## config.mk

```make
export PLATFORM = sky130hd
export DESIGN_NAME = mem_access_flat
export DESIGN_NICKNAME = d
export VERILOG_FILES = /design/src/rtl/mem_access_pkg.sv /design/src/rtl/mem_access_if.sv /design/src/rtl/mem_access_timeout_cnt.sv /design/src/rtl/mem_access.sv /design/src/flat_wrapper.sv
export SDC_FILE = /design/constraint.sdc
export NUM_CORES = 1
export LEC_CHECK = 0
export ABC_AREA = 1
export CORE_MARGIN = 3
export CORE_UTILIZATION = 41
export DETAILED_ROUTE_END_ITERATION = 12
export PLACE_DENSITY = 0.87
export SLEW_MARGIN = 20
export SYNTH_ARGS = -nofsm -noshare
export SYNTH_HDL_FRONTEND = slang
export SYNTH_SLANG_ARGS = --single-unit
```

## constraint.sdc

```tcl
create_clock -name clk -period 1.29 [get_ports clk]
set_input_delay 0.258 -clock clk [delete_from_list [all_inputs] [get_ports clk]]
set_output_delay 0.258 -clock clk [all_outputs]
set_load 0.005 [all_outputs]
```

## src/rtl/mem_access_pkg.sv

```systemverilog
// Shared constants and state encoding for the MEM-stage data-memory access unit.
package mem_access_pkg;

  localparam int MEM_BUS_W           = 32;
  localparam int MEM_TIMEOUT_DEFAULT = 16;

  typedef enum logic [1:0] {
    MEM_ST_IDLE = 2'd0,
    MEM_ST_BUSY = 2'd1,
    MEM_ST_DONE = 2'd2
  } mem_state_e;

endpackage

```

## src/rtl/mem_access_if.sv

```systemverilog
// req/ack data-memory bus between mem_access (master) and the data memory (slave).
interface mem_access_if;
  import mem_access_pkg::*;

  logic                 bus_req;
  logic                 bus_we;
  logic [MEM_BUS_W-1:0] bus_addr;
  logic [MEM_BUS_W-1:0] bus_wdata;
  logic [MEM_BUS_W-1:0] bus_rdata;
  logic                 bus_ack;
  logic                 bus_err;

  modport master (
    output bus_req, bus_we, bus_addr, bus_wdata, bus_err,
    input  bus_rdata, bus_ack
  );

  modport slave (
    input  bus_req, bus_we, bus_addr, bus_wdata, bus_err,
    output bus_rdata, bus_ack
  );

endinterface

```

## src/rtl/mem_access_timeout_cnt.sv

```systemverilog
// BUSY-cycle counter with expiry compare; only instantiated when MEM_TIMEOUT_EN is defined.
module mem_timeout_cnt #(
  parameter int TIMEOUT_CYCLES = 16,
  parameter int CNT_W          = 5
) (
  input  logic clk,
  input  logic rst,
  input  logic clr_i,
  input  logic inc_i,
  output logic expired_o
);

  logic [CNT_W-1:0] cnt_q;
  logic [CNT_W-1:0] cnt_d;

  // next count: clear on BUSY entry, count BUSY cycles without ack
  always_comb begin
    cnt_d = cnt_q;
    if (clr_i) begin
      cnt_d = {CNT_W{1'b0}};
    end else if (inc_i) begin
      cnt_d = cnt_q + CNT_W'(1);
    end else begin
      cnt_d = cnt_q;
    end
  end

  // count register
  always_ff @(posedge clk) begin
    if (rst) begin
      cnt_q <= {CNT_W{1'b0}};
    end else begin
      cnt_q <= cnt_d;
    end
  end

  assign expired_o = (cnt_q == CNT_W'(TIMEOUT_CYCLES - 1));

endmodule

```

## src/rtl/mem_access.sv

```systemverilog
// MEM-stage data-memory access unit: one req/ack bus transaction per command, stalling until done.
// Optional bus timeout abort is enabled with `define MEM_TIMEOUT_EN.
module mem_access
  import mem_access_pkg::*;
#(
  parameter int TIMEOUT_CYCLES = MEM_TIMEOUT_DEFAULT,
  parameter int CNT_W          = 5
) (
  input  logic                 clk,
  input  logic                 rst,
  input  logic                 mem_en,
  input  logic                 mem_wr,
  input  logic [MEM_BUS_W-1:0] mem_addr,
  input  logic [MEM_BUS_W-1:0] mem_wdata,
  output logic                 stall,
  output logic [MEM_BUS_W-1:0] load_data,
  output logic                 load_valid,
  mem_access_if.master         bus
);

  if (TIMEOUT_CYCLES < 1 || (2 ** CNT_W) <= TIMEOUT_CYCLES) begin : g_bad_params
    $error("mem_access: TIMEOUT_CYCLES must be >= 1 and < 2**CNT_W");
  end

  mem_state_e           state_q,      state_d;
  logic                 bus_req_q,    bus_req_d;
  logic                 bus_we_q,     bus_we_d;
  logic [MEM_BUS_W-1:0] bus_addr_q,   bus_addr_d;
  logic [MEM_BUS_W-1:0] bus_wdata_q,  bus_wdata_d;
  logic [MEM_BUS_W-1:0] load_data_q,  load_data_d;
  logic                 load_valid_q, load_valid_d;
  logic                 bus_err_q,    bus_err_d;
  logic                 timeout_s;

`ifdef MEM_TIMEOUT_EN
  logic expired_s;

  mem_timeout_cnt #(
    .TIMEOUT_CYCLES (TIMEOUT_CYCLES),
    .CNT_W          (CNT_W)
  ) u_timeout_cnt (
    .clk       (clk),
    .rst       (rst),
    .clr_i     ((state_q == MEM_ST_IDLE) && mem_en),
    .inc_i     ((state_q == MEM_ST_BUSY) && !bus.bus_ack),
    .expired_o (expired_s)
  );

  assign timeout_s = (state_q == MEM_ST_BUSY) && expired_s;
`else
  assign timeout_s = 1'b0;
`endif

  // next-state and next-output logic; an ack on the timeout edge takes priority
  always_comb begin
    state_d      = state_q;
    bus_req_d    = bus_req_q;
    bus_we_d     = bus_we_q;
    bus_addr_d   = bus_addr_q;
    bus_wdata_d  = bus_wdata_q;
    load_data_d  = load_data_q;
    load_valid_d = load_valid_q;
    bus_err_d    = bus_err_q;
    case (state_q)
      MEM_ST_IDLE: begin
        if (mem_en) begin
          bus_req_d   = 1'b1;
          bus_we_d    = mem_wr;
          bus_addr_d  = mem_addr;
          bus_wdata_d = mem_wdata;
          state_d     = MEM_ST_BUSY;
        end else begin
          state_d = MEM_ST_IDLE;
        end
      end
      MEM_ST_BUSY: begin
        if (bus.bus_ack) begin
          bus_req_d = 1'b0;
          state_d   = MEM_ST_DONE;
          if (!bus_we_q) begin
            load_data_d  = bus.bus_rdata;
            load_valid_d = 1'b1;
          end else begin
            load_valid_d = 1'b0;
          end
        end else if (timeout_s) begin
          bus_req_d = 1'b0;
          bus_err_d = 1'b1;
          state_d   = MEM_ST_DONE;
        end else begin
          state_d = MEM_ST_BUSY;
        end
      end
      MEM_ST_DONE: begin
        load_valid_d = 1'b0;
        bus_err_d    = 1'b0;
        state_d      = MEM_ST_IDLE;
      end
      default: begin
        bus_req_d    = 1'b0;
        load_valid_d = 1'b0;
        bus_err_d    = 1'b0;
        state_d      = MEM_ST_IDLE;
      end
    endcase
  end

  // state and registered outputs
  always_ff @(posedge clk) begin
    if (rst) begin
      state_q      <= MEM_ST_IDLE;
      bus_req_q    <= 1'b0;
      bus_we_q     <= 1'b0;
      bus_addr_q   <= {MEM_BUS_W{1'b0}};
      bus_wdata_q  <= {MEM_BUS_W{1'b0}};
      load_data_q  <= {MEM_BUS_W{1'b0}};
      load_valid_q <= 1'b0;
      bus_err_q    <= 1'b0;
    end else begin
      state_q      <= state_d;
      bus_req_q    <= bus_req_d;
      bus_we_q     <= bus_we_d;
      bus_addr_q   <= bus_addr_d;
      bus_wdata_q  <= bus_wdata_d;
      load_data_q  <= load_data_d;
      load_valid_q <= load_valid_d;
      bus_err_q    <= bus_err_d;
    end
  end

  // stall is held low during reset so every output shows its reset value
  assign stall = !rst && (((state_q == MEM_ST_IDLE) && mem_en) || (state_q == MEM_ST_BUSY));

  assign load_data     = load_data_q;
  assign load_valid    = load_valid_q;
  assign bus.bus_req   = bus_req_q;
  assign bus.bus_we    = bus_we_q;
  assign bus.bus_addr  = bus_addr_q;
  assign bus.bus_wdata = bus_wdata_q;
  assign bus.bus_err   = bus_err_q;

endmodule

```

## src/flat_wrapper.sv

```systemverilog
// flat-port wrapper written by rule: the top's interface ports become plain ports
module mem_access_flat import mem_access_pkg::*;
#(
  parameter int TIMEOUT_CYCLES = MEM_TIMEOUT_DEFAULT,
  parameter int CNT_W          = 5
)
  (clk, rst, mem_en, mem_wr, mem_addr, mem_wdata, stall, load_data, load_valid, bus_bus_req, bus_bus_we, bus_bus_addr, bus_bus_wdata, bus_bus_err, bus_bus_rdata, bus_bus_ack);
  mem_access_if bus_i ();
  input  logic clk;
  input  logic rst;
  input  logic mem_en;
  input  logic mem_wr;
  input  logic [MEM_BUS_W-1:0] mem_addr;
  input  logic [MEM_BUS_W-1:0] mem_wdata;
  output logic stall;
  output logic [MEM_BUS_W-1:0] load_data;
  output logic load_valid;
  output wire logic [$bits(bus_i.bus_req)-1:0] bus_bus_req;
  output wire logic [$bits(bus_i.bus_we)-1:0] bus_bus_we;
  output wire logic [$bits(bus_i.bus_addr)-1:0] bus_bus_addr;
  output wire logic [$bits(bus_i.bus_wdata)-1:0] bus_bus_wdata;
  output wire logic [$bits(bus_i.bus_err)-1:0] bus_bus_err;
  input wire logic [$bits(bus_i.bus_rdata)-1:0] bus_bus_rdata;
  input wire logic [$bits(bus_i.bus_ack)-1:0] bus_bus_ack;
  assign bus_bus_req = bus_i.bus_req;
  assign bus_bus_we = bus_i.bus_we;
  assign bus_bus_addr = bus_i.bus_addr;
  assign bus_bus_wdata = bus_i.bus_wdata;
  assign bus_bus_err = bus_i.bus_err;
  assign bus_i.bus_rdata = bus_bus_rdata;
  assign bus_i.bus_ack = bus_bus_ack;
  mem_access #(.TIMEOUT_CYCLES(TIMEOUT_CYCLES), .CNT_W(CNT_W)) u_core (.clk(clk), .rst(rst), .mem_en(mem_en), .mem_wr(mem_wr), .mem_addr(mem_addr), .mem_wdata(mem_wdata), .stall(stall), .load_data(load_data), .load_valid(load_valid), .bus(bus_i));
endmodule
```

# Word level (Yosys, flattened, before mapping)
# Index checks and enable logic that the tools add are counted.
[classes]
addsub = 0
n_mul = 0
div = 0
n_lt_le_gt_ge = 0
eq_ne = 4
shift = 0
mux = 9
bitwise = 3
n_reduce_logical = 9
[op_table]
columns = ["operator", "n"]
rows = [
  ["AND reduction 3 bit", 2],
  ["two-way mux 1 bit", 5],
  ["!= test 2 bit, second input constant", 2],
  ["one-hot mux 2 bit (2 select lines)", 1],
  ["AND reduction 2 bit", 2],
  ["NOT 1 bit", 3],
  ["one-hot mux 1 bit (3 select lines)", 1],
  ["equality test 2 x 1 -> 1 bit, second input constant", 1],
  ["equality test 2 bit, second input constant", 1],
  ["logical AND 1 bit", 2],
  ["zero test 2 bit", 1],
  ["two-way mux 2 bit", 1],
  ["one-hot mux 1 bit (2 select lines)", 1],
  ["zero test 1 bit", 1],
  ["logical OR 1 bit", 1],
]
[totals]
ff_bits = 101
latch_bits = 0
mem_bits_rw = 0
rom_bits = 0
inputBits = 101
output_inout_bits = 101
word_cells = 32
memories = 0

# Logic depth before layout (Yosys ltp)
# Gate-level depths: netlist (run 1).
[depth]
ltp_word = 4
depth_mapped = 7

# Least setup slack after synthesis (run 1)
# No wires, ideal clock.
[synth_path]
path_type = "reg2reg"
startpoint = "reg u_core.state_q[1]"
endpoint = "reg u_core.bus_addr_q[0] (netlist: u_core.bus.bus_addr[0])"
arrival_time_ns = 0.973
required_ns = 1.177
setup_slack_ns = 0.204
path_stages_with_launch = 8
period_less_slack_ns = 1.086
path_cell_list = "dfxtp_1 nor2_4 nand2_2 inv_2 buf_6 buf_6 nor2_1 nor2_1"
[synth_via]
elab_chain_len = 2
[synth_lines]
columns = ["item", "line_no", "text"]
rows = [
  ["from (decl)", "mem_access.sv:25", "mem_state_e state_q, state_d;"],
  ["from (signal assigned)", "mem_access.sv:120", "state_q <= state_d;"],
  ["zero test 2 bit", "mem_access.sv:64", "case (state_q)"],
  ["AND reduction 2 bit (no line)", "--", ""],
  ["to (signal assigned)", "mem_access.sv:114", "bus_addr_q <= {MEM_BUS_W{1'b0}};"],
  ["to (signal assigned)", "mem_access.sv:123", "bus_addr_q <= bus_addr_d;"],
  ["to (decl)", "mem_access.sv:28", "logic [MEM_BUS_W-1:0] bus_addr_q, bus_addr_d;"],
]
# Every way passes these cells.
# A chain may end at the register's enable or synchronous reset.

# Worst setup path after layout (run 1)
[layout_path]
startpoint = "reg u_core.state_q[0]"
endpoint = "out stall"
[layout_via]
elab_chain_len = 4
[layout_lines]
columns = ["item", "line_no", "text"]
rows = [
  ["zero test 2 bit", "mem_access.sv:132", "assign stall = !rst && (((state_q == MEM_ST_IDLE) && mem_en) || (state_q == MEM_ST_BUSY));"],
  ["logical AND 1 bit", "mem_access.sv:132", ""],
  ["logical OR 1 bit *", "mem_access.sv:132", ""],
  ["logical AND 1 bit *", "mem_access.sv:132", ""],
  ["to (decl)", "flat_wrapper.sv:15", "output logic stall;"],
]
# Mark *: on every way between the ends. The rest lies on a longest branch, timed or not.

==> flow_summary.json, run 1 <==
{
  "outcome": "finished with violations",
  "violations": "negative setup slack",
  "clk_latency_ns": 0.35,
  "grt_overflow_total": 0,
  "synthDistinctLibCells": 19,
  "synth_seq_area_share_pct": 46.64,
  "fill_cells": 845,
  "maxCapViolations": 0,
  "grt_pass1_vias": 4198,
  "layout.cells.most_common": "nor2_1",
  "highest_layer": "met4",
  "hold_viol_final": 0,
  "slew_viol_final": 0,
  "drive_gt1_share_pct": 13.27,
  "setup_viol": 3,
  "via_count": 4417,
  "grt_pass1_wl_um": 19300,
  "worst-path-buf-inv": 1,
  "cpMaxStageDelayCell": "dfxtp_2",
  "synth_compound_area_share_pct": 0.4618,
  "syn2layout_area_growth_pct": 55.01,
  "portBuffers": 200,
  "slew_headroom_pct": 54.56,
  "wl_met3_um": 1079,
  "cpLargestDelayFamily": "flip-flops",
  "synth_seq_cells": 101,
  "synthesis.nets": 690,
  "nets": 887,
  "hold_class": "in -> reg",
  "powerDensity_nw_per_um2": 1118,
  "hpwl_um": 8691,
  "ctsLongestPathBuffers": 2,
  "cts_tree": "done",
  "worst_pin_slew_ns": 0.6817,
  "grt_max_degree": 66,
  "grt_usage_pct": 20.33,
  "synth_top_family_by_area": "simple AND/OR/NAND/NOR gates",
  "place_inst": 901,
  "path_max_fanout": 3,
  "cp.arrival_ns": 1.16,
  "post-route-drc-count": 0,
  "antenna_found_initial": 0,
  "die_area_um2": 11840,
  "yosys.area_share.xor_xnor_pct": 0,
  "route.met2.wl_um": 6162,
  "cp-start-kind": "register",
  "ctsRootBufferMaster": "clkbuf_8",
  "first_pass_iters": 5,
  "wl_met1_um": 5023,
  "wl_um": 12580,
  "clk_pin_slew_worst_paths_ns": 0.09,
  "initial_core_util_pct": 43.16,
  "fin_crit_sh_pct": 110.2,
  "cts_inserted_buffers": 9,
  "gp_congestion": 0.7890,
  "crit_required_ns": 1.03,
  "setup.worst_path.end_class": "primary output",
  "max_stage_delay_ns": 0.35,
  "path_cells": "nor2_4, nand2_2, a21oi_2, buf_2",
  "final-instance-count-excl-fill": 924,
  "fin_worst_skew_ns": 0.006314,
  "h-tree-depth": 3,
  "ant_nets": 0,
  "total_power_mw": 7.514,
  "die_width_um": 108.8,
  "synthMuxAreaShare_pct": 0,
  "peakVddDrop_uv": 607.5,
  "rsz0062_at_grt": "yes",
  "synth_fa_ha_area_share_pct": 0,
  "finish.utilization_pct": 66.90,
  "synth_area_um2": 4335,
  "fin_crit_ns": 1.421,
  "core_area_um2": 10040,
  "fp.dieH_um": 108.8,
  "post_drt_wl_per_cell_um": 13.61,
  "rows": 36,
  "clock-sinks": 101,
  "io_pins": 202,
  "worstSetupPathType": "reg -> out",
  "layout_common_cells": "nor2_1, nand2_1, clkdlybuf4s50_1, dlygate4sd2_1, nand3b_1",
  "antennaDiodeCount": 0,
  "drtIter0Drc": 249,
  "synthSimpleGateAreaFrac_pct": 42.71,
  "setup_tns_ns": -0.1413,
  "synth_warnings": 0,
  "worst_slack_ns": -0.1314,
  "leakagePower_nw": 3.318,
  "clock.fmax_mhz": 703.5,
  "synth_cells": 589,
  "vias_per_cell": 4.780,
  "avgSynthCellArea_um2": 7.361
}
-- final timing paths --
check,startpoint,end,slack (ns),depth (start not counted)
worst max-delay path,u_core.state_q[0],stall,-0.13,4
worst min-delay path,mem_en,u_core.state_q[0],0.34,4
worst max register to register,u_core.state_q[0],u_core.bus.bus_addr[27],-0.01,5
worst min register to register,u_core.load_data[24],u_core.load_data[24],0.48,2
-- cells in the mapped netlist --
cell / instances / share of area [%]
nor2_1: 185 / 16
nand2_1: 104 / 9.0
dfxtp_1: 101 / 47
nand3b_1: 65 / 11
inv_1: 36 / 3.1
nand3_1: 33 / 3.8
buf_2: 14 / 1.6
buf_6: 13 / 3.4
nor2_2: 11 / 1.6
clkbuf_1: 7 / 0.61
a21oi_1: 4 / 0.46
buf_1: 3 / 0.26
buf_4: 3 / 0.52
inv_2: 3 / 0.26
nor2_4: 3 / 0.78
buf_8: 1 / 0.35
conb_1: 1 / 0.086
nand2_2: 1 / 0.14
nor3_1: 1 / 0.12
-- what timing repair did --
| action | in CTS | in global routing |
|---|---|---|
| buffers inserted | 3 | 1 |
| resized for setup | 148 | 4 |
| setup endpoints to repair | 165 | 67 |
| hold buffers | 0 | 0 |
| cloned | 0 | 3 |
| pin swaps | 0 | 10 |
-- worst register-to-register path, cell delays in order (launching register included) --
cell and delay (ns):
dfxtp_2 0.35, nor2_4 0.12, clkbuf_8 0.39, nand3b_1 0.21, nand2_1 0.09, nor2_1 0.04
-- metal layers --
metal	GRT usage [%]	up-vias
li1	-	2193
met1	22.66	2019
met2	36.45	178
met3	5.625	27
met4	8.206	0
met5	0	-
-- report_power, final --
part / switching [mW] / internal, mW
Combinational: 0.734 / 0.870
Clock: 1.07 / 1.34
Sequential: 0.122 / 3.38
-- sequential cells by signal, indices dropped and copies added, names as in the netlist --
register / flops
u_core.load_valid: 1
u_core.load_data: 32
u_core.state_q: 2
u_core.bus.bus_req: 1
u_core.bus.bus_we: 1
u_core.bus.bus_wdata: 32
u_core.bus.bus_addr: 32
-- kinds of logic after synthesis --
kind of cell,after synthesis
flops,101
other cells,1
buf+inv,80
compound gates,4
simple gates,403
-- stage by stage --
step / setup WS (ns) / hold slack, ns / area (um2)
6_report: -0.1314 / 0.3401 / 6720
5_1_grt: -0.1814 / 0.3423 / 6720
4_1_cts: -0.1307 / 0.3015 / 6626
3_5_place_dp: -0.2791 / 0.4707 / 6432
3_3_place_gp: -0.2918 / 0.4610 / 6432
2_1_floorplan: 0.2042 / 0.3271 / 4335
-- cell type report --
type                       count  area, um2  share of cell area (%)
clock inverter                 4      95.09                   1.415
timing repair buffer         227       2205                   32.81
clock buffer                  12      145.1                   2.160
sequential                   101       2078                   30.93
inverter                      39      151.4                   2.253
tap                          133      166.4                   2.476
multi-input combinational    408       1879                   27.96
Note: power is estimated with default switching activity, not from simulation.
==> inputs of run 2 (changes only) <==
- SLEW_MARGIN: 20 -> not set
- clock period: 1.29 -> 1.5 ns (I/O delays scaled with it)
==> run 2 against run 1 <==
Net effect: the run now ends clean; setup slack improved by 0.17 ns; sequential power decreased by 14%; register-to-register slack improved by 0.11 ns; sequential share of layout area increased by 0.51 points; critical endpoint unchanged; largest power group unchanged; highest routed layer unchanged.
==> flow_summary.json, run 2 (same netlist as run 1, synthesis figures left out) <==
{
  "outcome": "finished, final reports clean",
  "clock-sinks": 101,
  "io_pins": 202,
  "hold_viol_final": 0,
  "grt_usage_pct": 20.33,
  "peakVddDrop_uv": 583.1,
  "path_max_fanout": 3,
  "cp.arrival_ns": 1.17,
  "initial_core_util_pct": 43.16,
  "cts_hold_buf": 0,
  "die_area_um2": 11840,
  "grt_pass1_vias": 4177,
  "hold_class": "in -> reg",
  "clk_latency_ns": 0.36,
  "worst_pin_slew_ns": 0.6570,
  "via_count": 4345,
  "met1_usage_pct": 21.96,
  "vias_per_cell": 4.743,
  "portBuffers": 200,
  "drtIter0Drc": 237,
  "post_drt_wl_per_cell_um": 13.59,
  "grt_util_met3_pct": 6.690,
  "gp_congestion": 0.7617,
  "die_width_um": 108.8,
  "multi_input_area_um2": 1879,
  "fill_cells": 863,
  "regArea_um2": 2078,
  "grtUsageMet2_pct": 36.19,
  "ctsLongestPathBuffers": 2,
  "ctsRootBufferMaster": "clkbuf_8",
  "maxCapViolations": 0,
  "busiest_layer": "met2",
  "finish.utilization_pct": 65.82,
  "cp-start-kind": "register",
  "rows": 36,
  "placed_cell_area_um2": 6402,
  "ant_nets": 0,
  "leakagePower_nw": 3.263,
  "post-route-drc-count": 0,
  "slew_viol_final": 0,
  "grt_pass1_wl_um": 19290,
  "h-tree-depth": 3,
  "antenna_found_initial": 0,
  "fin_crit_ns": 1.465,
  "cts_inserted_buffers": 9,
  "fin_worst_skew_ns": 0.008723,
  "fp.dieH_um": 108.8,
  "layout.cells.most_common": "nor2_1",
  "antennaDiodeCount": 0,
  "crit_required_ns": 1.20,
  "worstSetupPathType": "reg -> out",
  "rsz0062_at_grt": "yes",
  "nets": 879,
  "powerDensity_nw_per_um2": 973.3,
  "clock.fmax_mhz": 682.4,
  "setup.worst_path.end_class": "primary output",
  "design_area_um2": 6611,
  "drive_gt1_share_pct": 12.39,
  "setup_viol": 0,
  "core_area_um2": 10040,
  "grt_overflow_total": 0,
  "hpwl_um": 8794,
  "cts_tree": "done",
  "layout_common_cells": "nor2_1, nand2_1, clkdlybuf4s50_1",
  "clk_pin_slew_worst_paths_ns": 0.09,
  "first_pass_iters": 4,
  "grt_max_degree": 66,
  "wl_um": 12450,
  "fin_crit_sh_pct": 97.70,
  "syn2layout_area_growth_pct": 52.50,
  "slew_headroom_pct": 56.20
}
run 2: cell types whose count changed in the layout (fill, tap and decap cells not counted), moves of 2 or more:
cell,before,now
clkbuf_16,3,0
dfxtp_2,42,39
buf_4,17,12
clkinvlp_4,0,2
dfxtp_1,58,60
clkbuf_1,2,0
run 2: timing repair:
item | CTS | global route
setup buffers | 1 | 2
pin swaps | 1 | 3
resized for setup | 145 | 3
endpoints found under the setup margin | 100 | 39
run 2: layer usage:
metal	routed length (um)	vias to the layer above
met2	6192	174
met3	1144	28
li1	-	2176
met5	0	-
met4	345	0
met1	4766	1967
run 2: layout make-up:
type,count,area share [%]
sequential,101,31.43
clock buffer,10,2.082
multi-input combinational,408,28.43
inverter,39,2.214
clock inverter,6,1.665
tap,133,2.517
timing repair buffer,219,31.66
run 2: metrics by stage:
step	std cells	setup TNS (ns)	total power, mW	hold WS (ns)	setup WS [ns]
finish	916	0	6.435	0.3531	0.03456
global placement	897	-0.5192	4.486	0.4603	-0.1688
detailed placement	897	-1.699	4.532	0.4695	-0.1784
CTS	914	0	6.491	0.3498	0.0002905
global route	916	-0.02245	6.752	0.3546	-0.02245
floorplan	589	0	3.732	0.3691	0.4142
run 2: path summary, 6_finish.rpt:
| check | start | to | slack, ns | cells past startpoint |
|---|---|---|---|---|
| worst max register to register | u_core.state_q[1] | u_core.bus.bus_wdata[25] | 0.10 | 6 |
| worst min register to register | u_core.bus.bus_wdata[16] | u_core.bus.bus_wdata[16] | 0.48 | 2 |
| worst min-delay path | mem_en | u_core.state_q[0] | 0.35 | 4 |
| worst max-delay path | u_core.state_q[1] | stall | 0.03 | 4 |
run 2: critical path, cell delays in order (launching register included):
cell	delay, ns
dfxtp_4	0.37
nor2_4	0.12
nand2_2	0.08
a21oi_2	0.12
buf_2	0.13
run 2: power by group:
| group | total [mW] | leakage, nW | internal [mW] | switching (mW) |
|---|---|---|---|---|
| Sequential | 3.01 | 0.848 | 2.90 | 0.107 |
| Combinational | 1.33 | 2.30 | 0.715 | 0.618 |
| Clock | 2.09 | 0.119 | 1.15 | 0.939 |
| Total | 6.43 | 3.26 | 4.77 | 1.66 |
